[config.mk]
export PLATFORM = sky130hd
export DESIGN_NAME = lsu_mem_master
export DESIGN_NICKNAME = d
export VERILOG_FILES = /design/src/rtl/lsu_pkg.sv /design/src/rtl/lsu_access_check.sv /design/src/rtl/lsu_mem_master.sv
export SDC_FILE = /design/constraint.sdc
export NUM_CORES = 1
export LEC_CHECK = 0
export ABC_CLOCK_PERIOD_IN_PS = 4800
export CAP_MARGIN = 30
export CORE_MARGIN = 2
export CORE_UTILIZATION = 45
export CTS_BUF_LIST = sky130_fd_sc_hd__clkbuf_4 sky130_fd_sc_hd__clkbuf_8
export DETAILED_ROUTE_END_ITERATION = 6
export PLACE_DENSITY = 0.84
export SYNTH_ARGS = -nofsm -noshare
export SYNTH_HDL_FRONTEND = slang
export SYNTH_HIERARCHICAL = 1
export SYNTH_SLANG_ARGS = --single-unit
[constraint.sdc]
create_clock -name CLK -period 4.8 [get_ports CLK]
set_input_delay 0.96 -clock CLK [delete_from_list [all_inputs] [get_ports CLK]]
set_output_delay 0.96 -clock CLK [all_outputs]
set_load 0.1 [all_outputs]
[src/rtl/lsu_pkg.sv]
// lsu_pkg: shared definitions for the load/store unit.
//   - access size encodings (same encoding as the memory bitWid port)
//   - FSM state encoding for lsu_mem_master
//   - size_bytes(): number of bytes touched by an access size
package lsu_pkg;

  localparam logic [1:0] SZ_WORD = 2'b00;
  localparam logic [1:0] SZ_HALF = 2'b01;
  localparam logic [1:0] SZ_BYTE = 2'b10;
  localparam logic [1:0] SZ_BAD  = 2'b11;

  typedef enum logic [1:0] {
    ST_IDLE   = 2'b00,
    ST_ACCESS = 2'b01,
    ST_RESP   = 2'b10
  } lsu_state_e;

  // Illegal size reports 0 bytes; the checker rejects it on size alone.
  function automatic logic [2:0] size_bytes(input logic [1:0] size);
    case (size)
      SZ_WORD: size_bytes = 3'd4;
      SZ_HALF: size_bytes = 3'd2;
      SZ_BYTE: size_bytes = 3'd1;
      default: size_bytes = 3'd0;
    endcase
  endfunction

endpackage

[src/rtl/lsu_access_check.sv]
// lsu_access_check: combinational legality check of a memory access.
// Ports:
//   size_i [1:0]  access size (SZ_* encoding)
//   addr_i [31:0] byte address
//   err_o         1 = illegal size, misaligned, or beyond MEM_BYTES
module lsu_access_check
  import lsu_pkg::*;
#(
  parameter int unsigned MEM_BYTES = 128
) (
  input  logic [1:0]  size_i,
  input  logic [31:0] addr_i,
  output logic        err_o
);

  logic [32:0] end_s;
  logic        misalign_s;
  logic        range_s;

  // Alignment and range classification; the end address is formed in 33 bits
  // so an access near 0xFFFF_FFFF cannot wrap back into range.
  always_comb begin
    end_s   = {1'b0, addr_i} + {30'd0, size_bytes(size_i)};
    range_s = (end_s > 33'(MEM_BYTES));
    case (size_i)
      SZ_WORD: misalign_s = (addr_i[1:0] != 2'b00);
      SZ_HALF: misalign_s = addr_i[0];
      SZ_BYTE: misalign_s = 1'b0;
      default: misalign_s = 1'b1;
    endcase
    err_o = misalign_s | range_s;
  end

endmodule

[src/rtl/lsu_mem_master.sv]
// lsu_mem_master: load/store initiator between the core and the big-endian
// byte-addressed data memory. One request at a time.
// Ports:
//   CLK, Reset (async active-low)
//   req_*   : core request channel (valid/ready), req_ready high only in IDLE
//   resp_*  : response channel (valid/ready), data held until accepted
//   err_count: saturating count of rejected requests
//   mRD, mWR, sign, bitWid, DAddr, DataIn: registered memory port
//   DataOut : combinational read data from memory
module lsu_mem_master
  import lsu_pkg::*;
#(
  parameter int unsigned MEM_BYTES = 128,
  parameter int unsigned ERRW      = 8
) (
  input  logic            CLK,
  input  logic            Reset,
  input  logic            req_valid,
  output logic            req_ready,
  input  logic            req_we,
  input  logic [1:0]      req_size,
  input  logic            req_sign,
  input  logic [31:0]     req_addr,
  input  logic [31:0]     req_wdata,
  output logic            resp_valid,
  input  logic            resp_ready,
  output logic [31:0]     resp_rdata,
  output logic            resp_err,
  output logic [ERRW-1:0] err_count,
  output logic            mRD,
  output logic            mWR,
  output logic            sign,
  output logic [1:0]      bitWid,
  output logic [31:0]     DAddr,
  output logic [31:0]     DataIn,
  input  logic [31:0]     DataOut
);

  lsu_state_e      state_q;
  logic            mrd_q, mwr_q, sign_q;
  logic [1:0]      bitwid_q;
  logic [31:0]     daddr_q, datain_q;
  logic            resp_valid_q, resp_err_q;
  logic [31:0]     resp_rdata_q;
  logic [ERRW-1:0] err_count_q, err_count_d;
  logic            chk_err_s;

  lsu_access_check #(.MEM_BYTES(MEM_BYTES)) u_check (
    .size_i (req_size),
    .addr_i (req_addr),
    .err_o  (chk_err_s)
  );

  // Saturating increment of the reject counter.
  always_comb begin
    if (&err_count_q) begin
      err_count_d = err_count_q;
    end else begin
      err_count_d = err_count_q + {{(ERRW-1){1'b0}}, 1'b1};
    end
  end

  // Control FSM with all memory-side and response outputs registered.
  always_ff @(posedge CLK or negedge Reset) begin
    if (!Reset) begin
      state_q      <= ST_IDLE;
      mrd_q        <= 1'b0;
      mwr_q        <= 1'b0;
      sign_q       <= 1'b0;
      bitwid_q     <= 2'b00;
      daddr_q      <= 32'd0;
      datain_q     <= 32'd0;
      resp_valid_q <= 1'b0;
      resp_err_q   <= 1'b0;
      resp_rdata_q <= 32'd0;
      err_count_q  <= {ERRW{1'b0}};
    end else begin
      case (state_q)
        ST_IDLE: begin
          if (req_valid) begin
            if (chk_err_s) begin
              resp_valid_q <= 1'b1;
              resp_err_q   <= 1'b1;
              resp_rdata_q <= 32'd0;
              err_count_q  <= err_count_d;
              state_q      <= ST_RESP;
            end else begin
              daddr_q  <= req_addr;
              bitwid_q <= req_size;
              sign_q   <= req_sign;
              datain_q <= req_wdata;
              mrd_q    <= ~req_we;
              mwr_q    <= req_we;
              state_q  <= ST_ACCESS;
            end
          end
        end
        // Single access cycle: memory writes on the negedge in here, and
        // read data is sampled from DataOut at the closing posedge.
        ST_ACCESS: begin
          mrd_q        <= 1'b0;
          mwr_q        <= 1'b0;
          resp_rdata_q <= mrd_q ? DataOut : 32'd0;
          resp_err_q   <= 1'b0;
          resp_valid_q <= 1'b1;
          state_q      <= ST_RESP;
        end
        ST_RESP: begin
          if (resp_ready) begin
            resp_valid_q <= 1'b0;
            state_q      <= ST_IDLE;
          end
        end
        default: begin
          mrd_q        <= 1'b0;
          mwr_q        <= 1'b0;
          resp_valid_q <= 1'b0;
          state_q      <= ST_IDLE;
        end
      endcase
    end
  end

  assign req_ready  = (state_q == ST_IDLE);
  assign resp_valid = resp_valid_q;
  assign resp_rdata = resp_rdata_q;
  assign resp_err   = resp_err_q;
  assign err_count  = err_count_q;
  assign mRD        = mrd_q;
  assign mWR        = mwr_q;
  assign sign       = sign_q;
  assign bitWid     = bitwid_q;
  assign DAddr      = daddr_q;
  assign DataIn     = datain_q;

endmodule

==> impl_metrics.csv <==
group,metric,value,unit
setup_path,cp_data_required_time,5.11,ns
clocking,ctsHoldBuffers,0,
sta,clock.fmax,211.9,MHz
floorplanning,die-height,110.3,µm
layout,post-route-cell-area,0.007945,mm²
sta,max_slew.worst_pin.slew,1.034,ns
global_route,grt_start_max_net_pins,68,
layout,fin_util,72.65,%
floorplanning,die_span_x,110.3,µm
layout,flow.area_growth_from_synthesis,56.25,%
logic_synthesis,mappedNetlistNets,507,
logic_synthesis,netlist_top_cells_area,"sky130_fd_sc_hd__dfrtp_1 56%, sky130_fd_sc_hd__mux2_2 12%, sky130_fd_sc_hd__a22o_1 5.5%, sky130_fd_sc_hd__mux2_1 4.2%, sky130_fd_sc_hd__nand4_1 1.4%",
detailed_routing,drt_iter0_drc,244,
run,cap_viol_max_count,0,
global_route,grt_use_total,24.77,%
setup_path,critPathMaxStageDelay,0.49,ns
floorplanning,initial_utilization,46.50,%
floorplanning,die_area,0.01217,mm²
global_route,antenna_found_initial,0,
placed_design,detailed_place_hpwl,10830,µm
sta,finalHoldViolCount,0,
setup_path,worst-r2r-setup-slack,2.87,ns
logic_synthesis,synth_cells,398,
setup_path,worst-endpoint-arrival,5.03,ns
setup_path,critical_path.startpoint,"req_size[1]",
pwr,power.combinational.fraction,22.7,%
logic_synthesis,synth_top_flop_cell,"sky130_fd_sc_hd__dfrtp_1",
clocking,cts_buffer_depth,2,
logic_synthesis,synth_async_sr_flop_share,100.0,%
sta,timing.final.crit_share,98.33,%
setup_path,worst-path-max-fanout,35,
logic_synthesis,synth_top_cell_area_share,55.61,%
setup_path,critical_path.slowest_cell,"sky130_fd_sc_hd__clkdlybuf4s50_1",
pwr,static-leakage-power,3.579,nW
sta,min_period,4.720,ns
logic_synthesis,synth_commonest_cells,"113 x sky130_fd_sc_hd__dfrtp_1, 56 x sky130_fd_sc_hd__mux2_2, 32 x sky130_fd_sc_hd__a22o_1",
pwr,max-vdd-ir-drop,0.0003793,V
layout,antennaDiodeCount,0,
detailed_routing,route.detailed.drc,0,
logic_synthesis,yosys.area.top_type,"sky130_fd_sc_hd__dfrtp_1",
floorplanning,design.core.area,0.01094,mm²
setup_path,r2r.worst_path.cells,3,
clocking,clock_latency,0.44,ns
placed_design,gp_congestion,0.9892,
global_route,globalRouteOverflowTotal,0,
sta,count_of_endpoints_failing_setup_in_the_final_report,0,
floorplanning,row_count,38,
clocking,clock_buffer_count_from_cts,17,
global_route,grt_pass1_vias,4622,
min_path,whs_path_depth,1,
sta,max_slew_margin,30.84,%
logic_synthesis,syn_avg_cell_area,12.78,µm²
pwr,share_seq_of_total_power,44.3,%
setup_path,worst_setup_path_type,"primary input to flop",
clocking,cts_resized,1,
sta,slew_violations,0,
logic_synthesis,synth_seq_cells,113,
logic_synthesis,synth.distinct_cells,54,
clocking,cts.reportedPaths.clkPinSlew,0.06,ns
detailed_routing,vias_per_cell,5.463,
floorplanning,pin_count,216,
sta,setup_slack_of_the_critical_path_after_layout,0.08007,ns
detailed_routing,avgRoutedWirePerCell,18.15,µm
logic_synthesis,number_of_enable_flip_flop_cells_after_synthesis,0,
logic_synthesis,synth_most_common_cell,"sky130_fd_sc_hd__dfrtp_1",
layout,final_nets,757,
logic_synthesis,seq_area_frac_synth,55.61,%
setup_path,worstSetupEndpointType,"flop",
global_route,wire_length_of_the_first_global_routing_pass,22800,µm
setup_path,critPathMostFrequentCell,"sky130_fd_sc_hd__buf_4",
clocking,cts_sinks,113,
sta,grt_setup_unrepaired,"yes",
layout,layout-drive-gt1-share,20.18,%
setup_path,timing.critical_path.from_type,"primary input",
placed_design,dpl_cell_area,0.007597,mm²
sta,fin_worst_skew,0.01076,ns
min_path,worstHoldStart,"DataIn[14]",
clocking,postCtsSetupRepairBufs,0,
pwr,total_switching_power,0.7453,mW
detailed_routing,wirelength,14500,µm
pwr,power.share.clock,33.0,%
outcome,outcome,"finished, final reports clean",
clocking,root_buffer_master,"sky130_fd_sc_hd__clkbuf_8",
placed_design,io_buffer_count,215,
detailed_routing,ant_nets,0,
placed_design,place_ws,-0.5136,ns
clocking,htree_num_levels,4,
setup_path,critical_register_to_register_path_startpoint,"state_q[0]",
setup_path,path_cells,"clkdlybuf4s50_1, buf_4, nor2_1, ha_1, buf_4, a21oi_1, a211oi_1, buf_4, xnor2_1, o2111ai_1, nor4_1, nand4_1, or3_1, nor4b_4, buf_12, mux2_2",
detailed_routing,drt_pre_antenna_iters,4,
logic_synthesis,ys_warn_count,6,
detailed_routing,route.vias.total,4365,
setup_path,crit-reg2reg-capture,"err_count[1]",
pwr,power.density_cell_area,290.5,mW/mm²
clocking,cts_tree,"built",
min_path,worstHoldEndpoint,"DataIn[14]",
pwr,netSwitchingFraction,32.29,%
min_path,hold_path.class,"flop to flop",
logic_synthesis,syn-cell-area,0.005085,mm²
pwr,power_report.internal_total,1.563,mW
-- worst max path at each step --
stage / depth (start not counted) / end
3_5_place_dp: 15 / err_count[1]
2_1_floorplan: 14 / DataIn[10]
4_1_cts: 15 / DAddr[23]
3_3_place_gp: 14 / err_count[1]
5_1_grt: 14 / err_count[1]
6_report: 16 / DataIn[31]
-- sequential cells by signal, summed over array words and instances (netlist names) --
name        count
resp_valid      1
mWR             1
mRD             1
resp_rdata     32
state_q         2
sign            1
DataIn         32
bitWid          2
err_count       8
DAddr          32
resp_err        1
-- routing by layer --
layer | wire (µm) | up-vias | global-route usage (%)
met1 | 5517 | 2119 | 28.69
li1 | - | 1989 | -
met5 | 0 | - | 0
met4 | 675 | 0 | 13.84
met2 | 7177 | 200 | 40.71
met3 | 1131 | 57 | 7.819
-- cell type report --
type | instances | area [µm²]
timing repair buffer | 250 | 2452
multi-input combinational | 259 | 2135
clock inverter | 7 | 37.54
clock buffer | 23 | 291.5
fill | 780 | 2990
sequential | 113 | 2828
tap | 140 | 175.2
inverter | 7 | 26.28
-- cell usage in the layout, fill, tap and decap left out, types with 4 or more instances in the layout --
cell	synthesis	final
sky130_fd_sc_hd__mux2_2	56	56
sky130_fd_sc_hd__mux2_1	19	19
sky130_fd_sc_hd__clkbuf_4	0	4
sky130_fd_sc_hd__clkinv_2	0	6
sky130_fd_sc_hd__and3_1	5	5
sky130_fd_sc_hd__nor3_1	8	7
sky130_fd_sc_hd__a22o_1	32	32
sky130_fd_sc_hd__nand2_1	16	16
sky130_fd_sc_hd__inv_1	7	7
sky130_fd_sc_hd__dfrtp_1	113	113
sky130_fd_sc_hd__nand4_1	11	11
sky130_fd_sc_hd__o21ai_0	8	8
sky130_fd_sc_hd__nor2_1	16	15
sky130_fd_sc_hd__ha_1	4	4
sky130_fd_sc_hd__nor2b_1	5	5
sky130_fd_sc_hd__xnor2_1	4	4
sky130_fd_sc_hd__buf_4	2	31
sky130_fd_sc_hd__clkbuf_8	0	19
sky130_fd_sc_hd__clkdlybuf4s50_1	0	214
sky130_fd_sc_hd__a21oi_1	6	6
sky130_fd_sc_hd__nand3_1	13	13
-- power by group through the flow --
stage | Sequential (mW) | Clock [mW] | Combinational [mW]
after floorplan | 1.22 | 0 | 0.115
after global placement | 1.03 | 0 | 0.512
after detailed placement | 1.04 | 0 | 0.523
after CTS | 1.02 | 0.778 | 0.526
after global routing | 1.03 | 0.823 | 0.558
final | 1.02 | 0.761 | 0.525
-- worst max-delay path: cells and delay by family --
kind	cells	cell delay [ns]
and+or+nand+nor	5	1.34
buffers and inverters	5	1.25
AOI/OAI and AO/OA	3	0.61
adders and majority gates	1	0.37
muxes	1	0.37
xor gates and xnor gates	1	0.12
-- metrics by stage --
stage	total power [mW]	hold WS (ns)	instances	TNS [ns]
2_1_floorplan	1.336	0.5663	398	0
4_1_cts	2.326	0.4904	799	0
6_report	2.308	0.4842	799	0
3_5_place_dp	1.562	0.4751	769	-18.24
5_1_grt	2.408	0.5062	799	-0.04209
3_3_place_gp	1.547	0.4670	768	-9.466
-- logic make-up after synthesis --
family | after synthesis | synth area share, %
DFF | 113 | 55.61
xor gates and xnor gates | 7 | 1.206
muxes | 77 | 17.00
adders and majority gates | 5 | 1.378
buffers and inverters | 26 | 2.682
and+or+nand+nor | 101 | 11.57
AOI/OAI and AO/OA | 69 | 10.56
No activity file was read; power rests on OpenSTA's default activity.
